[src/rtl/i2c_pkg.sv]
// Shared I2C definitions: SCL generator state encoding and the system-wide
// default quarter-period divider.
package i2c_pkg;

  // Quarter-period (ref_clk cycles) used after reset until the first load.
  localparam int DEFAULT_QDIV = 10;

  // SCL generator states: idle plus the four quarter-period phases.
  // PH0/PH1 hold SCL low, PH2/PH3 hold SCL high.
  typedef enum logic [2:0] {
    ST_IDLE = 3'd0,
    ST_PH0  = 3'd1,
    ST_PH1  = 3'd2,
    ST_PH2  = 3'd3,
    ST_PH3  = 3'd4
  } state_t;

endpackage

[src/rtl/i2c_clk_gen.sv]
// I2C master SCL generator with a runtime-programmable quarter-period divider,
// per-phase strobes for the bit engine and slave clock-stretch support.
// Every output comes straight from a register.
module i2c_clk_gen #(
  parameter int WIDTH        = 16,
  parameter int DEFAULT_QDIV = i2c_pkg::DEFAULT_QDIV
) (
  input  logic             ref_clk,
  input  logic             rst_n,
  input  logic             en,
  input  logic [WIDTH-1:0] qdiv,
  input  logic             scl_i,
  output logic             scl_o,
  output logic             busy,
  output logic             data_tick,
  output logic             sample_tick,
  output logic             fall_tick,
  output logic             stretching
);

  import i2c_pkg::*;

  state_t           state, state_n;
  logic [WIDTH-1:0] cnt, cnt_n;
  logic [WIDTH-1:0] q_lat, q_lat_n;
  logic             scl_n, busy_n;
  logic             data_n, sample_n, fall_n, stretch_n;

  logic [WIDTH-1:0] qdiv_eff;
  logic             phase_end;

  // A programmed divider of 0 is treated as 1 so a phase is never empty.
  assign qdiv_eff  = (qdiv == '0) ? WIDTH'(1) : qdiv;
  // q_lat is always >= 1, so q_lat-1 never wraps and cnt never exceeds it.
  assign phase_end = (cnt == (q_lat - WIDTH'(1)));

  // Next-state, counter and registered-output decode.
  // NOTE: every signal written here gets a default first, so no path
  // through the case statement can leave one unassigned and infer a latch.
  always_comb begin
    state_n   = state;
    cnt_n     = cnt;
    q_lat_n   = q_lat;
    scl_n     = scl_o;
    busy_n    = busy;
    data_n    = 1'b0;
    sample_n  = 1'b0;
    fall_n    = 1'b0;
    stretch_n = 1'b0;

    unique case (state)
      ST_IDLE: begin
        scl_n  = 1'b1;
        busy_n = 1'b0;
        cnt_n  = '0;
        if (en) begin
          // Start edge: latch the divider and pull SCL low, no fall_tick.
          q_lat_n = qdiv_eff;
          state_n = ST_PH0;
          scl_n   = 1'b0;
          busy_n  = 1'b1;
        end
      end

      ST_PH0: begin
        if (phase_end) begin
          cnt_n   = '0;
          state_n = ST_PH1;
          data_n  = 1'b1;   // mid-low: SDA may change
        end else begin
          cnt_n = cnt + WIDTH'(1);
        end
      end

      ST_PH1: begin
        if (phase_end) begin
          cnt_n   = '0;
          state_n = ST_PH2;
          scl_n   = 1'b1;   // release SCL
        end else begin
          cnt_n = cnt + WIDTH'(1);
        end
      end

      ST_PH2: begin
        if (!scl_i) begin
          // Slave is holding SCL low: freeze the high phase until it lets go.
          cnt_n     = '0;
          stretch_n = 1'b1;
        end else if (phase_end) begin
          cnt_n    = '0;
          state_n  = ST_PH3;
          sample_n = 1'b1;  // mid-high: SDA is valid
        end else begin
          cnt_n = cnt + WIDTH'(1);
        end
      end

      ST_PH3: begin
        if (phase_end) begin
          cnt_n = '0;
          if (en) begin
            // Period boundary: the only place the divider is reloaded.
            state_n = ST_PH0;
            scl_n   = 1'b0;
            fall_n  = 1'b1;
            q_lat_n = qdiv_eff;
          end else begin
            state_n = ST_IDLE;
            busy_n  = 1'b0;
          end
        end else begin
          cnt_n = cnt + WIDTH'(1);
        end
      end

      default: begin
        state_n = ST_IDLE;
        cnt_n   = '0;
        scl_n   = 1'b1;
        busy_n  = 1'b0;
      end
    endcase
  end

  // State, counter, divider latch and output registers; reset wins over all.
  // NOTE: sequential state uses non-blocking assignments so every register
  // samples the pre-edge values regardless of statement order.
  always_ff @(posedge ref_clk) begin
    if (!rst_n) begin
      state       <= ST_IDLE;
      cnt         <= '0;
      q_lat       <= WIDTH'(DEFAULT_QDIV);
      scl_o       <= 1'b1;
      busy        <= 1'b0;
      data_tick   <= 1'b0;
      sample_tick <= 1'b0;
      fall_tick   <= 1'b0;
      stretching  <= 1'b0;
    end else begin
      state       <= state_n;
      cnt         <= cnt_n;
      q_lat       <= q_lat_n;
      scl_o       <= scl_n;
      busy        <= busy_n;
      data_tick   <= data_n;
      sample_tick <= sample_n;
      fall_tick   <= fall_n;
      stretching  <= stretch_n;
    end
  end

endmodule

[config.mk]
export PLATFORM = sky130hd
export DESIGN_NAME = i2c_clk_gen
export DESIGN_NICKNAME = d
export VERILOG_FILES = /design/src/rtl/i2c_pkg.sv /design/src/rtl/i2c_clk_gen.sv
export SDC_FILE = /design/constraint.sdc
export NUM_CORES = 1
export LEC_CHECK = 0
export ABC_AREA = 1
export BUFFER_PORTS_ARGS = -buffer_cell sky130_fd_sc_hd__buf_2
export CORE_ASPECT_RATIO = 1.1
export CORE_MARGIN = 2
export CORE_UTILIZATION = 25
export CTS_BUF_LIST = sky130_fd_sc_hd__clkbuf_16
export DETAILED_ROUTE_END_ITERATION = 16
export GPL_ROUTABILITY_DRIVEN = 0
export REMOVE_ABC_BUFFERS = 1
export SYNTH_ARGS = -nofsm -noshare
export SYNTH_HDL_FRONTEND = slang
export SYNTH_SLANG_ARGS = --single-unit
export TNS_END_PERCENT = 50
[constraint.sdc]
create_clock -name ref_clk -period 2 [get_ports ref_clk]
set_clock_uncertainty 0.2 [all_clocks]
set_input_delay 0.1 -clock ref_clk [delete_from_list [all_inputs] [get_ports ref_clk]]
set_output_delay 0.1 -clock ref_clk [all_outputs]
set_load 0.01 [all_outputs]
### Yosys cells after proc, flatten, opt, wreduce, memory -nomap -nowiden

Index checks and enable logic that the tools add are counted.

* memories: 0
* memory bits (read-only): 0
* logic and storage cells: 66
* bits of input ports: 20
* bits in writable memories: 0
* latch bits: 0
* flip-flop bits (word level): 41

* reductions and logical operators: 14
* add/sub/neg operators: 2
* shift-type cells: 0
* $mul: 0
* equality and inequality tests: 13
* multiplexer cells: 26
* $lt $le $gt $ge: 0
* bitwise logic cells: 2
* divide/modulo/power cells: 0

Operators by type and width (count)
* 16-bit two-way mux: 5
* 16-bit case mux with 2 select lines: 2
* 3-bit two-way mux: 6
* 16-bit by 1-bit adder with 16-bit output, second input constant: 1
* 16-bit equality test: 1
* 16-bit logical NOT: 1
* 2-bit != test, second input constant: 8
* 16-bit by 1-bit subtractor with 16-bit output, second input constant: 1
* 3-bit case mux with 5 select lines: 1
* 1-bit two-way mux: 10
* 3-bit AND reduction: 3
* 3-bit by 2-bit equality test with 1-bit output, second input constant: 2
* 2-bit AND reduction: 3
* 6-bit AND reduction: 1
* 3-bit OR reduction: 2
* 1-bit case mux with 4 select lines: 1
* 4-bit AND reduction: 1
* 3-bit by 1-bit equality test with 1-bit output, second input constant: 1
* 3-bit equality test, second input constant: 1
* 3-bit logical NOT: 1
* 1-bit case mux with 3 select lines: 1
* 1-bit NOT: 2
* 2-bit nonzero test: 1
* 2-bit OR reduction: 1

### Logic depth before layout (Yosys ltp)

* depth in word-level cells: 5
* gate-level depth with buffers: 18

### Least setup slack after synthesis

No wires, ideal clock.

* path kind: register -> register
* start: register q_lat[0]
* end: register cnt[15]
* required time: 1.686 ns
* path slack: -0.062 ns
* cell stages (with the launch flop): 18
* arrival time: 1.747 ns
* setup time: 0.114 ns
* clock period less this slack: 2.062 ns
* cell sequence: dfxtp_1 > inv_2 > ha_1 > inv_1 > nand2_1 > nand2_1 > nand2_1 > inv_1 > nand2_1 > nor2_1 > nand2_1 > nor2_1 > nand3_1 > nor2_1 > nand3_2 > nand3_2 > buf_6 > nor2_1

* longest elaborated chain between the ends: 5

RTL lines
* start: declaration: RTL line i2c_clk_gen.sv:25 `logic [WIDTH-1:0] q_lat, q_lat_n;`
* start signal: assignment: RTL line i2c_clk_gen.sv:133 `q_lat <= WIDTH'(DEFAULT_QDIV);`
* start signal: assignment: RTL line i2c_clk_gen.sv:143 `q_lat <= q_lat_n;`
* 16-bit by 1-bit subtractor with 16-bit output *: RTL line i2c_clk_gen.sv:35 `assign phase_end = (cnt == (q_lat - WIDTH'(1)));`
* 16-bit equality test *: RTL line i2c_clk_gen.sv:35
* 16-bit two-way mux *
* 16-bit two-way mux: RTL line i2c_clk_gen.sv:86 `if (!scl_i) begin`
* 16-bit case mux with 2 select lines *: RTL line i2c_clk_gen.sv:51 `unique case (state)`
* end signal: assignment: RTL line i2c_clk_gen.sv:142 `cnt <= cnt_n;`
* end: declaration: RTL line i2c_clk_gen.sv:24 `logic [WIDTH-1:0] cnt, cnt_n;`

Mark *: on every way between the ends. The rest lies on a longest branch, timed or not.
A chain may end at the register's enable or synchronous reset.

### Worst setup path after layout

* start: register q_lat[1]
* end: register state[2]

* longest elaborated chain between the ends: 4

RTL lines
* 16-bit by 1-bit subtractor with 16-bit output *: RTL line i2c_clk_gen.sv:35
* 16-bit equality test *: RTL line i2c_clk_gen.sv:35
* 2-bit != test (no source line)
* 6-bit AND reduction (no source line) *
* end signal: assignment: RTL line i2c_clk_gen.sv:141 `state <= state_n;`
* end: declaration: RTL line i2c_clk_gen.sv:23 `state_t state, state_n;`

Marks and branches as above.

==> results.ini <==
[grt]
grt_overflow_total=0
grt_usage_pct=13.3
grt_pass1_vias=2769
pin_count_of_the_biggest_net_entering_global_routing=33
grt_pass1_wl_um=12400
grt_antenna_before_repair=0

[route]
drt_pre_antenna_iters=4
via_count=2911
drt-total-wl_um=7470
ant_nets=0
drc=0
vias_per_cell=4.34
dr.first_iter.drc_count=99
dr_wl_cell_um=11.1

[power_and_ir_drop]
power.sequential.fraction_pct=26.5
internal-power_w=0.00240
power.share.combinational_pct=55.0
power.share.switching_pct=42.6
power.net_switching_w=0.00178
clock_power_share_pct=18.4
power_density_mw_per_mm2=1120
power_leakage_nw=1.78
peakVddDrop_uv=386

[timing]
worstMarginPinSlew_ns=0.588
drv_slew=0
endpoints_failing_setup=40
final.setup.worst_slack_ns=-0.179
rsz0062_at_grt=yes
totalNegativeSetupSlack_ns=-5.10
timing_hold_violations_final=0
timing.slew.headroom_pct=60.8
fmax_mhz=459
min_clock_period_post_route_ns=2.18
finalCritPeriodShare_pct=109

[setup_path]
reg2reg_slack_ns=-0.18
crit_chain=inv_2, ha_4, nand3_4, nor2_2, nand2_1, nand2_1, nand2_1, nor2_1, nand2_1, nor2_2, nand3_2, nand2_4, nand3_1, nand2_1, nor2_1
critical_path.most_common_cell=sky130_fd_sc_hd__nand2_1
critical_path.reg2reg.startpoint=q_lat[1]
critical_path_arrival_ns=2.16
crit_family=simple AND/OR/NAND/NOR gates
delay_contributed_by_the_slowest_stage_of_the_critical_path_ns=0.33
cpMaxStageDelayCell=sky130_fd_sc_hd__dfxtp_2
criticalPathCategory=register to register
r2r_end=state[2]
critPathLaunchType=register
crit_path_max_fanout=6
worst-r2r-cell-count=15
critPathBufInv=1
crit_required_ns=1.98
critPathCaptureType=register

[cells_and_area]
diodes=0
flow.area_growth_from_synthesis_pct=38.0
post_route_cells_drive_above_1_share_pct=23.9
fin_nets=548
final_core_util_pct=35.7

[logic_synthesis]
synth.yosys.warnings=0
netlist-cell-type-count=31
synthCells=440
synth_flop_cell=sky130_fd_sc_hd__dfxtp_1
synth_enable_flop_cells=0
synth_area_per_cell_um2=6.16
syn-cell-area_mm2=0.00271
synth_most_common_cell=sky130_fd_sc_hd__nand2_1
ys_seq_area_share_pct=30.3
yosys_register_bits=41
synth.area.top_cells=sky130_fd_sc_hd__dfxtp_1 (30%), sky130_fd_sc_hd__nand2_1 (16%), sky130_fd_sc_hd__nor2_1 (9.8%), sky130_fd_sc_hd__inv_1 (7.9%), sky130_fd_sc_hd__nand3_1 (7.8%)
async_flop_share_pct=0
synth_largest_area_cell=sky130_fd_sc_hd__dfxtp_1
netlist.area_leader.share_pct=30.3
synth_common_cells=sky130_fd_sc_hd__nand2_1 (117), sky130_fd_sc_hd__nor2_1 (71), sky130_fd_sc_hd__inv_1 (57)

[placement]
hpwl_um=5580
numPortBuffers=25

[worst_hold_path]
hold_path_startpoint=en
holdPathStages=6
endpoint_of_the_worst_hold_timing_path=scl_o
worstHoldPathType=primary input to register

[clock_network]
h_tree_depth=2
cts_buffer_count=5
tritoncts_clock_tree=built
cts_buffer_depth=2
worst_setup_hold_path_clk_slew_ns=0.06
clk_latency_ns=0.29
clock_sink_count=41
ctsRootBufferMaster=sky130_fd_sc_hd__clkbuf_16

[floorplan]
row_count=39
floorplan.core_area_mm2=0.0105
die_width_um=103
num_io_pins=26
initial_utilization_pct=25.8
die_height_um=113
design.die.area_mm2=0.0117

[run_status]
status=finished with violations
violations=negative setup slack

[run]
drv.max_cap_violation_count=0

repair_timing:
action | CTS | global route
endpoints found under the hold margin | 22 | 0
hold buffers | 18 | 0
setup endpoints to repair | 40 | 40
buffers inserted | 3 | 0
gates resized for setup | 24 | 11
pin swaps | 5 | 3
power groups by stage:
stage / Combinational, W / Clock, W / Sequential (W)
5_1_grt: 0.00259 / 0.000832 / 0.00113
3_3_place_gp: 0.00205 / 0 / 0.00111
6_report: 0.00230 / 0.000772 / 0.00111
2_1_floorplan: 0.00139 / 0 / 0.00110
4_1_cts: 0.00225 / 0.000801 / 0.00111
3_5_place_dp: 0.00208 / 0 / 0.00112
worst max path at each step:
stage	start	depth (start not counted)	slack [ns]	to
4_1_cts	q_lat[1]	17	-0.16	state[1]
5_1_grt	q_lat[1]	17	-0.32	state[0]
3_3_place_gp	q_lat[0]	13	-0.29	cnt[11]
2_1_floorplan	q_lat[0]	11	-0.31	q_lat[0]
6_report	q_lat[1]	15	-0.18	state[2]
3_5_place_dp	q_lat[0]	13	-0.34	cnt[11]
worst reg2reg max path, cell delays in order (launching register included):
cell	delay [ns]
sky130_fd_sc_hd__dfxtp_2	0.33
sky130_fd_sc_hd__inv_2	0.07
sky130_fd_sc_hd__ha_4	0.16
sky130_fd_sc_hd__nand3_4	0.13
sky130_fd_sc_hd__nor2_2	0.21
sky130_fd_sc_hd__nand2_1	0.07
sky130_fd_sc_hd__nand2_1	0.10
sky130_fd_sc_hd__nand2_1	0.06
sky130_fd_sc_hd__nor2_1	0.10
sky130_fd_sc_hd__nand2_1	0.07
sky130_fd_sc_hd__nor2_2	0.12
sky130_fd_sc_hd__nand3_2	0.15
sky130_fd_sc_hd__nand2_4	0.13
sky130_fd_sc_hd__nand3_1	0.07
sky130_fd_sc_hd__nand2_1	0.08
sky130_fd_sc_hd__nor2_1	0.04
cells by family (layout without fill, tap and decap cells):
logic type / Yosys count / in the layout / share of synthesized area [%]
flops: 41 / 41 / 30.3
buf+inv: 72 / 159 / 10.8
fa+ha+maj: 2 / 2 / 0.923
xor+xnor: 21 / 21 / 6.78
compound gates: 30 / 30 / 6.18
simple gates: 274 / 274 / 45.0
metrics by stage:
step / power (W) / hold WS [ns] / instance area, um2 / cells / setup slack, ns
floorplan: 0.00249 / -0.0215 / 2650 / 431 / -0.314
global placement: 0.00317 / 0.0871 / 3290 / 641 / -0.288
detailed placement: 0.00319 / 0.0994 / 3290 / 641 / -0.344
CTS: 0.00416 / 0.0189 / 3700 / 670 / -0.159
global route: 0.00456 / 0.0870 / 3740 / 670 / -0.322
finish: 0.00418 / 0.0201 / 3740 / 670 / -0.179
cells in the final DEF (no fill, tap or decap), types with 2 or more instances in the layout:
master and instances:
sky130_fd_sc_hd__buf_2 25, sky130_fd_sc_hd__nand3_2 4, sky130_fd_sc_hd__nor2_1 66, sky130_fd_sc_hd__nor2_4 4, sky130_fd_sc_hd__nand3b_1 4, sky130_fd_sc_hd__nor3_2 2
sky130_fd_sc_hd__clkinv_1 2, sky130_fd_sc_hd__dfxtp_2 4, sky130_fd_sc_hd__buf_4 43, sky130_fd_sc_hd__nand2_4 2, sky130_fd_sc_hd__clkbuf_16 5, sky130_fd_sc_hd__nand3_1 40
sky130_fd_sc_hd__dlygate4sd3_1 18, sky130_fd_sc_hd__inv_1 53, sky130_fd_sc_hd__o21ai_0 4, sky130_fd_sc_hd__nand3_4 2, sky130_fd_sc_hd__nor3_1 11, sky130_fd_sc_hd__nand2_2 4
sky130_fd_sc_hd__nor2_2 8, sky130_fd_sc_hd__nand4_1 6, sky130_fd_sc_hd__dfxtp_1 37, sky130_fd_sc_hd__nand2_1 115, sky130_fd_sc_hd__inv_2 10, sky130_fd_sc_hd__xnor2_1 8
sky130_fd_sc_hd__a21oi_2 5, sky130_fd_sc_hd__xor2_1 12, sky130_fd_sc_hd__a21oi_1 15, sky130_fd_sc_hd__nor4_1 4
per-layer routing:
metal / vias to the layer above / track usage, % / part of all wire, %
met1: 1311 / 15.7 / 45
met5: - / 0 / 0
met2: 35 / 23.9 / 52
met4: 0 / 4.30 / 0.98
met3: 8 / 2.47 / 2.2
li1: 1557 / - / -
final cells by class:
class                   count  area (um2)
repair buffers             88         659
fillers                  1143        6750
well taps                 143         179
flip-flops and latches     41         826
clock buffers               5         125
inverters                  63         236
clock inverters             3        12.5
multi-input cells         327        1700
state kept, by name, indices dropped and copies added, names as in the netlist:
| signal | cells |
|---|---|
| scl_o | 1 |
| fall_tick | 1 |
| cnt | 16 |
| sample_tick | 1 |
| data_tick | 1 |
| stretching | 1 |
| busy | 1 |
| q_lat | 16 |
| state | 3 |
Power figures use the tool's default switching activity.
